--- config.mk ---
export PLATFORM = sky130hd
export DESIGN_NAME = decode_mc
export DESIGN_NICKNAME = d
export VERILOG_FILES = /design/src/rtl/decode_mc_pkg.sv /design/src/rtl/decode_mc_mainfsm.sv /design/src/rtl/decode_mc.sv
export SDC_FILE = /design/constraint.sdc
export NUM_CORES = 1
export LEC_CHECK = 0
export CAP_MARGIN = 30
export CORE_UTILIZATION = 36
export CTS_BUF_LIST = sky130_fd_sc_hd__clkbuf_16
export DETAILED_ROUTE_END_ITERATION = 7
export PLACE_DENSITY = 0.71
export SYNTH_ARGS = -nofsm -noshare
export SYNTH_HDL_FRONTEND = slang
export SYNTH_SLANG_ARGS = --single-unit
--- constraint.sdc ---
create_clock -name clk -period 1.56 [get_ports clk]
set_input_delay 0.312 -clock clk [delete_from_list [all_inputs] [get_ports clk]]
set_output_delay 0.312 -clock clk [all_outputs]
set_load 0.03 [all_outputs]
--- src/rtl/decode_mc_pkg.sv ---
// Shared types and constants for the multicycle controller decoder.
package decode_mc_pkg;

  // Main controller states
  typedef enum logic [3:0] {
    FETCH,
    DECODE,
    MEMADR,
    MEMRD,
    MEMWB,
    MEMWR,
    EXECUTER,
    EXECUTEI,
    MULEX,
    ALUWB,
    BRANCH
  } state_t;

  // ALU operation codes (zero-extended to the ALUControl width)
  localparam logic [3:0] ALU_ADD = 4'b0000;
  localparam logic [3:0] ALU_SUB = 4'b0010;
  localparam logic [3:0] ALU_AND = 4'b0100;
  localparam logic [3:0] ALU_ORR = 4'b0101;
  localparam logic [3:0] ALU_EOR = 4'b0110;
  localparam logic [3:0] ALU_MOV = 4'b0111;
  localparam logic [3:0] ALU_BIC = 4'b1000;
  localparam logic [3:0] ALU_MUL = 4'b1001;

  // Datapath mux selects
  localparam logic [1:0] SRCA_REG   = 2'b00;
  localparam logic [1:0] SRCA_PC    = 2'b01;
  localparam logic [1:0] SRCB_REG   = 2'b00;
  localparam logic [1:0] SRCB_IMM   = 2'b01;
  localparam logic [1:0] SRCB_FOUR  = 2'b10;
  localparam logic [1:0] RES_ALUOUT = 2'b00;
  localparam logic [1:0] RES_DATA   = 2'b01;
  localparam logic [1:0] RES_ALU    = 2'b10;

  // Instruction class (Op field)
  localparam logic [1:0] OP_DP    = 2'b00;
  localparam logic [1:0] OP_MEM   = 2'b01;
  localparam logic [1:0] OP_BR    = 2'b10;
  localparam logic [1:0] OP_UNDEF = 2'b11;

  // Data-processing opcodes (Funct[4:1])
  localparam logic [3:0] FN_AND = 4'b0000;
  localparam logic [3:0] FN_EOR = 4'b0001;
  localparam logic [3:0] FN_SUB = 4'b0010;
  localparam logic [3:0] FN_ADD = 4'b0100;
  localparam logic [3:0] FN_TST = 4'b1000;
  localparam logic [3:0] FN_TEQ = 4'b1001;
  localparam logic [3:0] FN_CMP = 4'b1010;
  localparam logic [3:0] FN_CMN = 4'b1011;
  localparam logic [3:0] FN_ORR = 4'b1100;
  localparam logic [3:0] FN_MOV = 4'b1101;
  localparam logic [3:0] FN_BIC = 4'b1110;

endpackage

--- src/rtl/decode_mc_mainfsm.sv ---
// Main multicycle FSM: state register, multiply latency counter and the
// per-state control output table.
module mainfsm_mc
  import decode_mc_pkg::*;
#(
  parameter int MUL_LATENCY = 3
) (
  input  logic       clk,
  input  logic       reset,
  input  logic [1:0] Op,
  input  logic       immOp,
  input  logic       loadOp,
  input  logic       IsMul,
  input  logic       dpNoWrite,
  input  logic       dpIllegal,
  output logic       IRWrite,
  output logic       NextPC,
  output logic       AdrSrc,
  output logic       RegW,
  output logic       MemW,
  output logic       Branch,
  output logic       aluOp,
  output logic       mulActive,
  output logic       MulStart,
  output logic       Illegal,
  output logic [1:0] ResultSrc,
  output logic [1:0] ALUSrcA,
  output logic [1:0] ALUSrcB
);

  localparam logic [3:0] MUL_LOAD = 4'(MUL_LATENCY - 1);

  state_t     state;
  state_t     next;
  logic [3:0] mulCount;

  // State register; reset always lands in FETCH
  always_ff @(posedge clk) begin
    if (reset) state <= FETCH;
    else       state <= next;
  end

  // Multiply counter: loaded on MULEX entry, counts down to the exit point
  always_ff @(posedge clk) begin
    if (reset)                                mulCount <= 4'd0;
    else if (state == DECODE && next == MULEX) mulCount <= MUL_LOAD;
    else if (state == MULEX && mulCount != 4'd0) mulCount <= mulCount - 4'd1;
  end

  // Illegal flag: captured while decoding, dropped once the next fetch completes
  always_ff @(posedge clk) begin
    if (reset)                 Illegal <= 1'b0;
    else if (state == DECODE)  Illegal <= (Op == OP_UNDEF) || (Op == OP_DP && !IsMul && dpIllegal);
    else if (state == FETCH)   Illegal <= 1'b0;
  end

  // Next-state selection and Moore output table
  always_comb begin
    next      = FETCH;
    IRWrite   = 1'b0;
    NextPC    = 1'b0;
    AdrSrc    = 1'b0;
    RegW      = 1'b0;
    MemW      = 1'b0;
    Branch    = 1'b0;
    aluOp     = 1'b0;
    mulActive = 1'b0;
    MulStart  = 1'b0;
    ResultSrc = RES_ALUOUT;
    ALUSrcA   = SRCA_REG;
    ALUSrcB   = SRCB_REG;
    case (state)
      FETCH: begin
        IRWrite   = 1'b1;
        NextPC    = 1'b1;
        ALUSrcA   = SRCA_PC;
        ALUSrcB   = SRCB_FOUR;
        ResultSrc = RES_ALU;
        next      = DECODE;
      end
      DECODE: begin
        ALUSrcA   = SRCA_PC;
        ALUSrcB   = SRCB_FOUR;
        ResultSrc = RES_ALU;
        case (Op)
          OP_MEM:  next = MEMADR;
          OP_BR:   next = BRANCH;
          OP_DP:   next = IsMul ? MULEX : (immOp ? EXECUTEI : EXECUTER);
          default: next = FETCH;
        endcase
      end
      MEMADR: begin
        ALUSrcB = SRCB_IMM;
        next    = loadOp ? MEMRD : MEMWR;
      end
      MEMRD: begin
        AdrSrc = 1'b1;
        next   = MEMWB;
      end
      MEMWB: begin
        ResultSrc = RES_DATA;
        RegW      = 1'b1;
        next      = FETCH;
      end
      MEMWR: begin
        AdrSrc = 1'b1;
        MemW   = 1'b1;
        next   = FETCH;
      end
      EXECUTER, EXECUTEI: begin
        aluOp   = 1'b1;
        ALUSrcB = (state == EXECUTEI) ? SRCB_IMM : SRCB_REG;
        next    = (dpNoWrite || dpIllegal) ? FETCH : ALUWB;
      end
      MULEX: begin
        mulActive = 1'b1;
        MulStart  = (mulCount == MUL_LOAD);
        next      = (mulCount == 4'd0) ? ALUWB : MULEX;
      end
      ALUWB: begin
        RegW = 1'b1;
        next = FETCH;
      end
      BRANCH: begin
        ALUSrcB   = SRCB_IMM;
        ResultSrc = RES_ALU;
        Branch    = 1'b1;
        next      = FETCH;
      end
      default: next = FETCH;
    endcase
  end

endmodule

--- src/rtl/decode_mc.sv ---
// Multicycle controller decoder top: main FSM plus ALU decoder, flag-write
// and PC-write logic and instruction-field decode.
module decode_mc
  import decode_mc_pkg::*;
#(
  parameter int ALUCTL_W    = 4,
  parameter int MUL_LATENCY = 3
) (
  input  logic                clk,
  input  logic                reset,
  input  logic [1:0]          Op,
  input  logic [5:0]          Funct,
  input  logic [3:0]          Rd,
  input  logic                IsMul,
  output logic [1:0]          FlagW,
  output logic                PCS,
  output logic                NextPC,
  output logic                RegW,
  output logic                MemW,
  output logic                IRWrite,
  output logic                AdrSrc,
  output logic [1:0]          ResultSrc,
  output logic [1:0]          ALUSrcA,
  output logic [1:0]          ALUSrcB,
  output logic [1:0]          ImmSrc,
  output logic [1:0]          RegSrc,
  output logic [ALUCTL_W-1:0] ALUControl,
  output logic                MulStart,
  output logic                Illegal
);

  logic       branch;
  logic       aluOp;
  logic       mulActive;
  logic [3:0] dpCode;
  logic       dpNoWrite;
  logic       dpIllegal;
  logic       dpArith;
  logic [3:0] aluCode;

  mainfsm_mc #(.MUL_LATENCY(MUL_LATENCY)) u_fsm (
    .clk       (clk),
    .reset     (reset),
    .Op        (Op),
    .immOp     (Funct[5]),
    .loadOp    (Funct[0]),
    .IsMul     (IsMul),
    .dpNoWrite (dpNoWrite),
    .dpIllegal (dpIllegal),
    .IRWrite   (IRWrite),
    .NextPC    (NextPC),
    .AdrSrc    (AdrSrc),
    .RegW      (RegW),
    .MemW      (MemW),
    .Branch    (branch),
    .aluOp     (aluOp),
    .mulActive (mulActive),
    .MulStart  (MulStart),
    .Illegal   (Illegal),
    .ResultSrc (ResultSrc),
    .ALUSrcA   (ALUSrcA),
    .ALUSrcB   (ALUSrcB)
  );

  // Data-processing opcode table: ALU code, writeback suppression, legality
  always_comb begin
    dpCode    = ALU_ADD;
    dpNoWrite = 1'b0;
    dpIllegal = 1'b0;
    case (Funct[4:1])
      FN_ADD: dpCode = ALU_ADD;
      FN_SUB: dpCode = ALU_SUB;
      FN_AND: dpCode = ALU_AND;
      FN_ORR: dpCode = ALU_ORR;
      FN_EOR: dpCode = ALU_EOR;
      FN_MOV: dpCode = ALU_MOV;
      FN_BIC: dpCode = ALU_BIC;
      FN_CMP: begin dpCode = ALU_SUB; dpNoWrite = 1'b1; end
      FN_CMN: begin dpCode = ALU_ADD; dpNoWrite = 1'b1; end
      FN_TST: begin dpCode = ALU_AND; dpNoWrite = 1'b1; end
      FN_TEQ: begin dpCode = ALU_EOR; dpNoWrite = 1'b1; end
      default: dpIllegal = 1'b1;
    endcase
    dpArith = (dpCode == ALU_ADD) || (dpCode == ALU_SUB);
  end

  // ALU control and flag-write enables; only live in execute or multiply states
  always_comb begin
    aluCode = ALU_ADD;
    FlagW   = 2'b00;
    if (aluOp) begin
      if (!dpIllegal) begin
        aluCode = dpCode;
        if (dpNoWrite) FlagW = {1'b1, dpArith};
        else           FlagW = {Funct[0], Funct[0] & dpArith};
      end
    end else if (mulActive) begin
      aluCode = ALU_MUL;
      FlagW   = {Funct[0], 1'b0};
    end
  end

  assign ALUControl = ALUCTL_W'(aluCode);
  assign PCS        = ((Rd == 4'd15) && RegW) || branch;
  assign ImmSrc     = Op;
  assign RegSrc     = (Op == OP_MEM) ? 2'b10 : ((Op == OP_DP) ? 2'b00 : 2'b01);

endmodule

# ---- Yosys cells after proc, flatten, opt, wreduce, memory -nomap -nowiden
# Index checks and enable logic that the tools add are counted.
dict set report classes {
  n_addsub 1
  n_bitwise 1
  n_eq_ne 27
  n_reduce_logical 30
  n_mux 35
}
# operator count
set op_table {}
lappend op_table {{$eq A4 B4 Y1 const B} 12}
lappend op_table {{$pmux W4 S6} 2}
lappend op_table {{$eq A4 B2 Y1 const B} 5}
lappend op_table {{$eq A4 B3 Y1 const B} 5}
lappend op_table {{$mux W4} 5}
lappend op_table {{$reduce_or A2 Y1} 9}
lappend op_table {{$mux W1} 17}
lappend op_table {{$logic_not A4 Y1} 4}
lappend op_table {{$mux W2} 7}
lappend op_table {{$pmux W4 S3} 1}
lappend op_table {{$reduce_or A11 Y1} 1}
lappend op_table {{$eq A4 B1 Y1 const B} 2}
lappend op_table {{$pmux W2 S3} 1}
lappend op_table {{$logic_and A1 B1 Y1} 5}
lappend op_table {{$eq A2 B2 Y1 const B} 2}
lappend op_table {{$logic_or A1 B1 Y1} 4}
lappend op_table {{$pmux W2 S2} 1}
lappend op_table {{$reduce_bool A2 Y1} 2}
lappend op_table {{$reduce_bool A4 Y1} 1}
lappend op_table {{$reduce_or A4 Y1} 1}
lappend op_table {{$sub A4 B1 Y4 const B} 1}
lappend op_table {{$mux W3} 1}
lappend op_table {{$reduce_or A3 Y1} 1}
lappend op_table {{$eq A2 B1 Y1 const B} 1}
lappend op_table {{other kinds (3)} 3}
dict set report totals {
  ff_bits 9
  word_cells 98
  out_inout_bits 24
}

# ---- Longest topological paths before layout
# Gate-level depths: netlist of the first run.
dict set report depth {
  word_depth 9
  ltp_mapped 6
  ltp_nobuf 6
}

# ---- Hierarchy
# From an unflattened synthesis of the first run, not the netlist that was laid out.
dict set report hier_totals {
  cells_unflattened 119
  hier_area_um2 860.8
}
# module cells_per_inst n_inst seq_area_each_um2 area_each_um2
set modules_own_cells {}
lappend modules_own_cells {mainfsm_mc 89 1 180.2 674.4}
lappend modules_own_cells {decode_mc 30 1 0.0 186.4}

# ---- Worst setup path after synthesis of the first run
# No wires, ideal clock.
dict set report synth_timing {
  path_type {reg2out}
  start {register u_fsm.state[2]}
  end {output port MulStart}
  arrival_ps 2041
  path_slack_ps -793
  path_buffers 1
  stages_incl_launch_ff 4
  required_time_ps 1248
  path_cell_list {dfxtp_1 -> or4b_1 -> buf_2 -> nor4b_1}
}
dict set report synth_via {
  elab_chain_cells 2
}
# element line
set synth_lines {}
lappend synth_lines {{start: declaration} decode_mc_mainfsm.sv:33} ;# state_t state;
lappend synth_lines {{start signal: assignment} decode_mc_mainfsm.sv:40} ;# else state <= next;
lappend synth_lines {{$eq A4 B4 Y1} decode_mc_mainfsm.sv:72} ;# case (state)
lappend synth_lines {{$mux W1} decode_mc_mainfsm.sv:72}
lappend synth_lines {{end: declaration} decode_mc.sv:28} ;# output logic MulStart,
# Every way passes these cells.

# ---- Worst setup path after layout of the first run
dict set report layout_timing {
  start {input port Funct[4]}
  end {output port FlagW[0]}
}
dict set report layout_via {
  elab_chain_cells 9
  elab_cells_between_ends 25
  classes_between {eq/ne (11); mux (5); bitwise (1); reduce/logical (8)}
}
# element line
set layout_lines {}
lappend layout_lines {{start: declaration} decode_mc.sv:12} ;# input logic [5:0] Funct,
lappend layout_lines {{$eq A4 B4 Y1 (tied with other cells)} decode_mc.sv:70} ;# case (Funct[4:1])
lappend layout_lines {{$reduce_or A2 Y1 (no line)} n/a}
lappend layout_lines {{$pmux W4 S6} decode_mc.sv:70}
lappend layout_lines {{$eq A4 B2 Y1 or $logic_not A4 Y1 (tied branches)} decode_mc.sv:84} ;# dpArith = (dpCode == ALU_ADD) || (dpCode == ALU_SUB);
lappend layout_lines {{$logic_or A1 B1 Y1} decode_mc.sv:84}
lappend layout_lines {{$and A1 B1 Y1} decode_mc.sv:95} ;# else FlagW = {Funct[0], Funct[0] & dpArith};
lappend layout_lines {{$mux W2} decode_mc.sv:94} ;# if (dpNoWrite) FlagW = {1'b1, dpArith};
lappend layout_lines {{$mux W2 *} decode_mc.sv:92} ;# if (!dpIllegal) begin
lappend layout_lines {{$mux W2 *} decode_mc.sv:91} ;# if (aluOp) begin
lappend layout_lines {{end: declaration} decode_mc.sv:15} ;# output logic [1:0] FlagW,
# Every way passes the cells marked *; elsewhere a longest branch is shown, timed or not.

==> results of run 1 <==
[path summary, 6_finish.rpt]
kind / startpoint / depth (start not counted) / slack (ns) / end
setup / recovery: Funct[4] / 6 / -0.33 / FlagW[0]
hold / removal: u_fsm.Illegal / 2 / 0.55 / u_fsm.Illegal
setup reg to reg: u_fsm.state[1] / 5 / -0.31 / u_fsm.state[0]
hold reg to reg: u_fsm.Illegal / 2 / 0.55 / u_fsm.Illegal
[cell usage in the layout (no fill, tap or decap), types with 2 or more instances in the layout]
cell              n
o21ai_1           2
dlygate4sd2_1     8
nand3_1           3
nor3b_4           2
a31oi_1           2
nor4_1            2
nand2b_1          3
ha_1              2
or4b_4            2
dfxtp_1           5
clkbuf_16         3
xnor2_1           2
nand2_1           6
dfxtp_2           3
buf_4            33
nor2_4            6
nand4_1           2
clkdlybuf4s50_1   6
a21oi_1           5
buf_6            22
a21oi_2           2
nor2_1           12
o21ai_0           3
nor3b_2           2
mux2i_1           2
buf_12            2
nor2b_2           3
inv_1             8
[per-layer routing]
| layer | global-route usage [%] | share of wire [%] | vias up |
|---|---|---|---|
| met3 | 2.160 | 4.1 | 8 |
| met2 | 41.78 | 53 | 39 |
| met1 | 29.61 | 41 | 534 |
| met4 | 9.048 | 2.3 | 0 |
| met5 | 0 | 0 | - |
| li1 | - | - | 556 |
[logic make-up after synthesis]
| group | Yosys count | share of synthesized area, % |
|---|---|---|
| AOI/OAI and AO/OA | 25 | 18.35 |
| other | 1 | 0.4507 |
| buffers and inverters | 22 | 12.33 |
| and+or+nand+nor | 57 | 37.29 |
| adders and majority gates | 2 | 3.007 |
| muxes | 3 | 3.759 |
| xor gates and xnor gates | 3 | 3.158 |
| DFF | 9 | 21.65 |
[timing repair]
| item | CTS | global route |
|---|---|---|
| endpoints found under the hold margin | 0 | 0 |
| cloned | 0 | 0 |
| pin swaps | 11 | 9 |
| setup endpoints to repair | 20 | 22 |
| buffers inserted | 6 | 2 |
| gates resized for setup | 39 | 33 |
[power by group]
part           switching (mW)  total, mW  internal (mW)
clock network           0.114      0.449          0.335
logic                   0.430      0.815          0.384
registers              0.0185      0.272          0.253
total                   0.562       1.54          0.973
[state kept, by name, summed over array words and instances (netlist names)]
name	flops
u_fsm.Illegal	1
u_fsm.mulCount	4
u_fsm.state	4
[critical path: stages]
cell and delay, ns:
dlygate4sd2_1 0.30, nor2b_2 0.22, a21oi_1 0.06, or3_4 0.42, a21oi_4 0.13, buf_6 0.14
[cell type report]
class | instances | area, um^2 | area share, %
Sequential cell | 9 | 187.7 | 10.22
Inverter | 8 | 32.53 | 1.772
Tap cell | 28 | 35.03 | 1.909
Multi-Input combinational cell | 91 | 808.3 | 44.04
Clock buffer | 3 | 75.07 | 4.090
Clock inverter | 1 | 3.754 | 0.2045
Timing Repair Buffer | 73 | 693.2 | 37.76
[stage by stage]
stage / setup TNS [ns] / cell area [um^2] / power (mW) / worst slack (ns) / util (%)
6_report: -3.431 / 1836 / 1.535 / -0.3335 / 83.78
2_1_floorplan: -0.9213 / 1026 / 0.7010 / -0.2275 / -
3_3_place_gp: -3.155 / 1475 / 0.8917 / -0.4253 / 67.33
3_5_place_dp: -3.631 / 1475 / 0.9007 / -0.4682 / 67.33
4_1_cts: -3.050 / 1705 / 1.444 / -0.3263 / 77.84
5_1_grt: -4.194 / 1836 / 1.597 / -0.3621 / 83.78
==> results.py, run 1 <==
metrics = {
    "synth": {
        "synth_nets": 139,
        "yosysMostFrequentCell": "nor2_1",
        "synthTopCellsByArea": "dfxtp_1 (22%), nor2_1 (8.6%), a21oi_1 (4.8%)",
        "synth.avg_cell_area_um2": 6.820,
        "yosysTopAreaCellShare_pct": 21.65,
        "yosys-top-cells-count": "nor2_1 (19), dfxtp_1 (9), a21oi_1 (8), inv_1 (8), o21ai_0 (7)",
        "ys_seq_area_share_pct": 21.65,
        "synth-seq-cells": 9,
        "synth_ff_type": "dfxtp_1",
        "synthCells": 122,
        "synth.distinct_cells": 36,
        "yosysWarnings": 0,
        "synthArstFlopShare_pct": 0,
        "synth.largest_area_cell": "dfxtp_1",
        "syn_area_um2": 832.0,
        "synth-edff-count": 0,
    },
    "worst_setup_path": {
        "path_class": "in -> out",
        "critPathRequiredTime_ns": 1.25,
        "startpoint_type": "primary input",
        "crit_fanout": 4,
        "cp-end-kind": "primary output",
        "critPathArrivalTime_ns": 1.58,
    },
    "floorplan": {
        "start_util_pct": 37.98,
        "pin_count": 39,
        "die_h_um": 50.08,
        "die_area_um2": 2508,
        "core_area_um2": 2191,
        "fp.dieW_um": 50.08,
        "row_count": 17,
    },
    "timing": {
        "setup_viol": 21,
        "fin_ws_ns": -0.3335,
        "rsz0062_at_grt": "yes",
        "slew_viol_final": 0,
        "period_share_pct": 121.4,
        "hold_ws_ns": 0.5524,
        "hold_viol": 0,
        "min_period_ns": 1.894,
        "finalClockSkew_ns": 0.001754,
        "fmax_ghz": 0.5281,
    },
    "power_and_ir_drop": {
        "powerDensity_nw_per_um2": 836.4,
        "p_leak_nw": 0.7997,
        "vdd_drop_max_uv": 708.6,
    },
    "status": {
        "violations": "setup timing",
        "outcome": "finished, violations left",
    },
    "detailed_routing": {
        "drt_wl_total_mm": 3.232,
        "drtIter0Drc": 18,
        "wire_per_inst_um": 15.17,
        "dr_total_vias": 1137,
        "drt.antenna.violating_nets": 0,
        "drtPass1Iterations": 7,
        "viasPerCell": 5.338,
        "drc": 0,
    },
    "job": {
        "max_cap_violations": 0,
    },
    "clock_tree": {
        "htreeDepth": 1,
        "path_clk_slew_ns": 0.04,
        "postCtsHoldBufs": 0,
        "cts_tree": "yes",
        "cts_buffers": 3,
        "clock_latency_ns": 0.23,
        "clk_path_buf_depth": 2,
        "cts.sinks": 9,
        "root_buffer": "clkbuf_16",
    },
    "min_path": {
        "hold_class": "reg -> reg",
    },
    "placed_design": {
        "dp.cells": 201,
        "io_buffers": 37,
        "routabilityCongestion": 0.7949,
        "dp_hpwl_mm": 2.024,
    },
    "finish": {
        "fillers": 131,
        "nets": 203,
        "syn2layout_area_growth_pct": 120.6,
        "layout.cells.non_filler": 213,
        "drive_above_1_share_pct": 54.59,
        "antenna_cells": 0,
    },
    "global_routing": {
        "grt_max_degree": 12,
        "grt_pass1_vias": 1058,
        "antenna_found_initial": 0,
        "grt_first_pass_wirelength_mm": 4.567,
        "grt_usage_pct": 23.86,
        "grt_overflow": 0,
    },
}
(Power assumes the default switching activity.)
==> run 2, diff against run 1 <==
Settings changed: ABC_CLOCK_PERIOD_IN_PS from default to 1560.
==> results of run 2 <==
The final DEF is identical to that of run 1; final timing and power are the same.
==> patch 1: new RTL, config.mk and constraints of run 2 <==
Make the reset (`reset`) asynchronous in 3 clocked blocks.
--- a/src/rtl/decode_mc_mainfsm.sv
+++ b/src/rtl/decode_mc_mainfsm.sv
@@ -35,20 +35,20 @@
   logic [3:0] mulCount;
 
   // State register; reset always lands in FETCH
-  always_ff @(posedge clk) begin
+  always_ff @(posedge clk or posedge reset) begin
     if (reset) state <= FETCH;
     else       state <= next;
   end
 
   // Multiply counter: loaded on MULEX entry, counts down to the exit point
-  always_ff @(posedge clk) begin
+  always_ff @(posedge clk or posedge reset) begin
     if (reset)                                mulCount <= 4'd0;
     else if (state == DECODE && next == MULEX) mulCount <= MUL_LOAD;
     else if (state == MULEX && mulCount != 4'd0) mulCount <= mulCount - 4'd1;
   end
 
   // Illegal flag: captured while decoding, dropped once the next fetch completes
-  always_ff @(posedge clk) begin
+  always_ff @(posedge clk or posedge reset) begin
     if (reset)                 Illegal <= 1'b0;
     else if (state == DECODE)  Illegal <= (Op == OP_UNDEF) || (Op == OP_DP && !IsMul && dpIllegal);
     else if (state == FETCH)   Illegal <= 1'b0;
Formal check against the unedited RTL: differs if reset is asserted again (counterexample within 4 cycles, from zero or initial values and one cycle with reset high); with reset held inactive, the same outputs for 10 cycles.
==> patch 1 against run 2 <==
The flow still finishes with violations (negative setup slack); synthesized area rose by 11%; fmax fell by 13%; clock skew rose by 0.00079 ns; setup slack got worse by 0.28 ns; via count rose by 20%; largest cell class is now buffers; die area rose by 10%; wire length rose by 48%; design area rose by 15%; non-clock buffer count rose by 15; sequential cell count did not move.
Power is not compared: it rests on default switching activity, and its combinational part moved more than twofold at a synthesized area within 25%.
==> patch 1: results (changes against run 2) <==
placed_area_um2: 1480  # +0.17%
r2r_slack_ns: -0.49  # -0.18 ns
reg2regPathDepth: 7  # +2
wl_met1_mm: 1.82  # +38%
synth_area_per_cell_um2: 7.49  # +9.8%
cpPeakStageDelay_ns: 0.52  # +0.10 ns
worst_ep_arrival_time_ns: 1.86  # +0.28 ns
fin_ws_ns: -0.611  # -0.277 ns
synth_flop_cell: "dfrtp_1"
async_flop_share: 1.00  # +1.00
grt_usage: 0.306  # +0.0670
wl_mm: 4.80  # +48%
worstSetupEndpoint: "MulStart"
grt_pass1_wl_mm: 6.09  # +33%
first_iter_violations: 39  # +21
r2r_end: "u_fsm.mulCount[1]"
synthTopCellsByArea: "dfrtp_1 24%, o21ai_0 4.3%, buf_4 4.1%"
nFillCells: 97  # -26%
first_pass_iters: 4  # -3
finalSetupViolations: 27  # +29%
drive_gt1_frac: 0.606  # +0.0601
crit_path_top_delay_cell: "or4b_4"
dpl_worst_slack_ns: -0.745  # -0.277 ns
hold_path_class: "input pin to asynchronous set/reset pin"
layout.nets: 216  # +6.4%
outcome: "finished, violations left"
vias_per_cell: 6.02  # +13%
synthDistinctLibCells: 39  # +8.3%
grt_pass1_vias: 1277  # +21%
grt_start_max_net_pins: 15  # +3
fin_cells: 226  # +6.1%
fin_skew_ns: 0.00254  # +0.000790 ns
place_congestion: 0.814  # +2.4%
route.met3.wl_um: 330  # +150%
violations: "negative setup slack"
setup.worst_path.start: "u_fsm.state[3]"
tns_ns: -9.94  # -6.51 ns
cp_max_fo: 5  # +1
==> patch 1: cell types whose count changed in the layout (fill, tap and decap cells not counted), moves of 5 or more <==
cell             before  now
buf_6                22   32
clkdlybuf4s50_1       6   13
dfrtp_1               0    9
dfxtp_1               5    0
dlygate4sd2_1         8    2
nor2_1               12    1
==> patch 1: power by group <==
group	leakage [nW]	internal, mW	switching [mW]
registers	0.116	0.337	0.137
logic	0.773	1.63	1.66
clock network	0.0423	0.337	0.131
==> patch 1: metal layers <==
| layer | up-vias | track usage |
|---|---|---|
| li1 | 595 | - |
| met1 | 661 | 0.372 |
| met2 | 85 | 0.542 |
| met3 | 19 | 0.0667 |
| met4 | 0 | 0.0658 |
| met5 | - | 0 |
==> patch 1: cells by family after synthesis <==
family / Yosys count / share of synthesized area
flops: 9 / 0.245
compound gates: 29 / 0.212
xor+xnor: 2 / 0.0190
simple gates: 56 / 0.367
fa+ha+maj: 2 / 0.0272
other cells: 1 / 0.00407
buf+inv: 24 / 0.126
==> patch 1: worst min-delay path by stage <==
stage,from,endpoint,cells past startpoint,slack (ns)
final,reset,u_fsm.state[3],2,0.35
after global routing,reset,u_fsm.state[3],2,0.39
after CTS,reset,u_fsm.state[3],2,0.36
after detailed placement,u_fsm.Illegal,u_fsm.Illegal,2,0.57
after global placement,u_fsm.Illegal,u_fsm.Illegal,2,0.53
after floorplan,reset,u_fsm.Illegal,1,0.14
==> patch 1: layout make-up <==
type / instances / area [um^2] / area share
timing repair buffer: 88 / 878 / 0.417
multi-input combinational: 90 / 862 / 0.409
sequential: 9 / 225 / 0.107
clock buffer: 3 / 75.1 / 0.0357
tap: 28 / 35.0 / 0.0166
inverter: 7 / 26.3 / 0.0125
clock inverter: 1 / 3.75 / 0.00178
==> patch 2: new RTL, flow settings as in run 2 <==
Without the edit above. `ALUCTL_W`: 4 -> 5.
--- a/src/rtl/decode_mc.sv
+++ b/src/rtl/decode_mc.sv
@@ -3,7 +3,7 @@
 module decode_mc
   import decode_mc_pkg::*;
 #(
-  parameter int ALUCTL_W    = 4,
+  parameter int ALUCTL_W    = 5,
   parameter int MUL_LATENCY = 3
 ) (
   input  logic                clk,
Ports: changed (resized ALUControl); port bits go from 39 to 40. No check against the original RTL was run, so the function may have changed too.
==> patch 2 against run 2 <==
The flow still finishes with violations (negative setup slack); global-route usage up 2.5 points; setup slack worse by 0.021 ns; design area up 6.6%; sequential share of layout area down 0.76 points; utilization up 4.7 points; via count up 11%; total power up 6.3%; largest power group unchanged; non-clock buffer count up 10; critical endpoint unchanged; wire length up 25%; critical path depth down 1; sequential cell count unchanged; synthesized area up 0.90%; clock skew about the same; synthesized cell count up 0.82%; critical path type is now flop to primary output.
==> patch 2: results (changes against run 2) <==
cpPeakStageDelay_ns: 0.37  # -0.05 ns
synth_area_per_cell_um2: 6.83  # about the same
yosysSeqAreaShare: 0.215  # -0.00194
root_buffer: "clkbuf_16"
post_drt_wl_per_cell_um: 18.1  # +19%
grt_start_max_net_pins: 12  # unchanged
vias: 1257  # +11%
r2r_end: "u_fsm.state[0]"
outcome: "finished, violations left"
violations: "negative setup slack"
fin_ws_ns: -0.354  # -0.0208 ns
clk_pin_slew_worst_paths_ns: 0.04  # about the same
place_congestion: 0.820  # +3.1%
placed_area_um2: 1480  # +0.25%
hold_ws_ns: 0.577  # +0.0249 ns
ir_worst_vdd_mv: 0.809  # +14%
drive_gt1_frac: 0.571  # +0.0255
grt_pass1_wl_mm: 5.06  # +11%
finalSetupViolations: 20  # -4.8%
dp.cells: 202  # +0.50%
fin_cells: 224  # +5.2%
cp_max_fo: 3  # -1
die_x_um: 50.3  # +0.43%
layout.nets: 214  # +5.4%
p_leak_nw: 0.886  # +11%
gr-usage-met3: 0.0242  # +0.00264
top_regs: "u_fsm.mulCount (4), u_fsm.state (4), u_fsm.Illegal (1)"
grt_pass1_vias: 1151  # +8.8%
worstReg2RegStart: "u_fsm.state[0]"
fin_skew_ns: 0.00168  # -0.0000778 ns
synthTopCellsByArea: "dfxtp_1 21%, nor2_1 8.5%, buf_4 5.4%"
met2_usage: 0.524  # +0.107
worst_ep_arrival_time_ns: 1.60  # +0.02 ns
ys_warn_count: 0  # unchanged
grtUsageMet1: 0.272  # -0.0245
p_int_mw: 1.02  # +4.4%
dp_hpwl_mm: 2.09  # +3.1%
grt_usage: 0.263  # +0.0248
first_iter_violations: 44  # +26
nFillCells: 105  # -20%
==> patch 2: cell types whose count changed in the layout (fill, tap and decap cells not counted), sizes merged <==
cell           delta
buf              +10
dlymetal6s2s      +2
clkdlybuf4s50     -2
conb              +1
==> patch 2: cells by family after synthesis <==
group	synth area share
XOR/XNOR	0.0313
adder cells (fa/ha/maj)	0.0298
buffers and inverters	0.131
flip-flops	0.215
other	0.00447
AND/OR/NAND/NOR	0.370
multiplexers	0.0373
AO/OA/AOI/OAI	0.182
==> patch 2: critical path: cells and delay by family, from the launching register on <==
kind,cells,cell delay (ns)
AND/OR/NAND/NOR,3,0.76
flip-flops,1,0.34
AO/OA/AOI/OAI,1,0.14
buffers and inverters,1,0.14
==> patch 2: power by group through the flow <==
stage | registers [mW] | clock network [mW] | logic (mW)
global route | 0.276 | 0.472 | 0.935
global placement | 0.269 | 0 | 0.624
floorplan | 0.278 | 0 | 0.428
CTS | 0.267 | 0.456 | 0.759
detailed placement | 0.270 | 0 | 0.638
finish | 0.275 | 0.458 | 0.899
==> patch 2: worst max-delay path by stage <==
stage,start,end,slack [ns],cells after the start
after detailed placement,Funct[4],FlagW[0],-0.49,6
after global routing,Funct[4],FlagW[0],-0.37,6
after global placement,Funct[4],FlagW[0],-0.43,6
after CTS,u_fsm.state[1],MulStart,-0.32,3
after floorplan,u_fsm.state[3],FlagW[0],-0.23,5
final,u_fsm.state[3],FlagW[0],-0.35,5
==> patch 2: cell type report <==
cell class                      instances  area (um^2)  share of cell area
Clock inverter                          1         3.75             0.00192
Timing Repair Buffer                   83          791               0.404
Multi-Input combinational cell         92          835               0.426
Tap cell                               28         35.0              0.0179
Sequential cell                         9          185              0.0946
Clock buffer                            3         75.1              0.0384
Inverter                                8         32.5              0.0166
==> patch 2: what timing repair did <==
item	in CTS	in global routing
gates resized for setup	50	34
gates cloned	0	1
setup endpoints to repair	20	26
buffers inserted	15	9
pin swaps	17	15
==> patch 2: stage by stage <==
step	worst slack, ns	setup TNS [ns]
3_3_place_gp	-0.426	-3.43
2_1_floorplan	-0.227	-0.921
3_5_place_dp	-0.487	-4.04
4_1_cts	-0.320	-3.17
6_report	-0.354	-4.03
5_1_grt	-0.371	-4.67
==> patch 2: metal layers <==
layer / share of wire / up-vias
met1: 0.36 / 599
li1: - / 571
met3: 0.052 / 25
met5: 0 / -
met4: 0.042 / 0
met2: 0.54 / 62
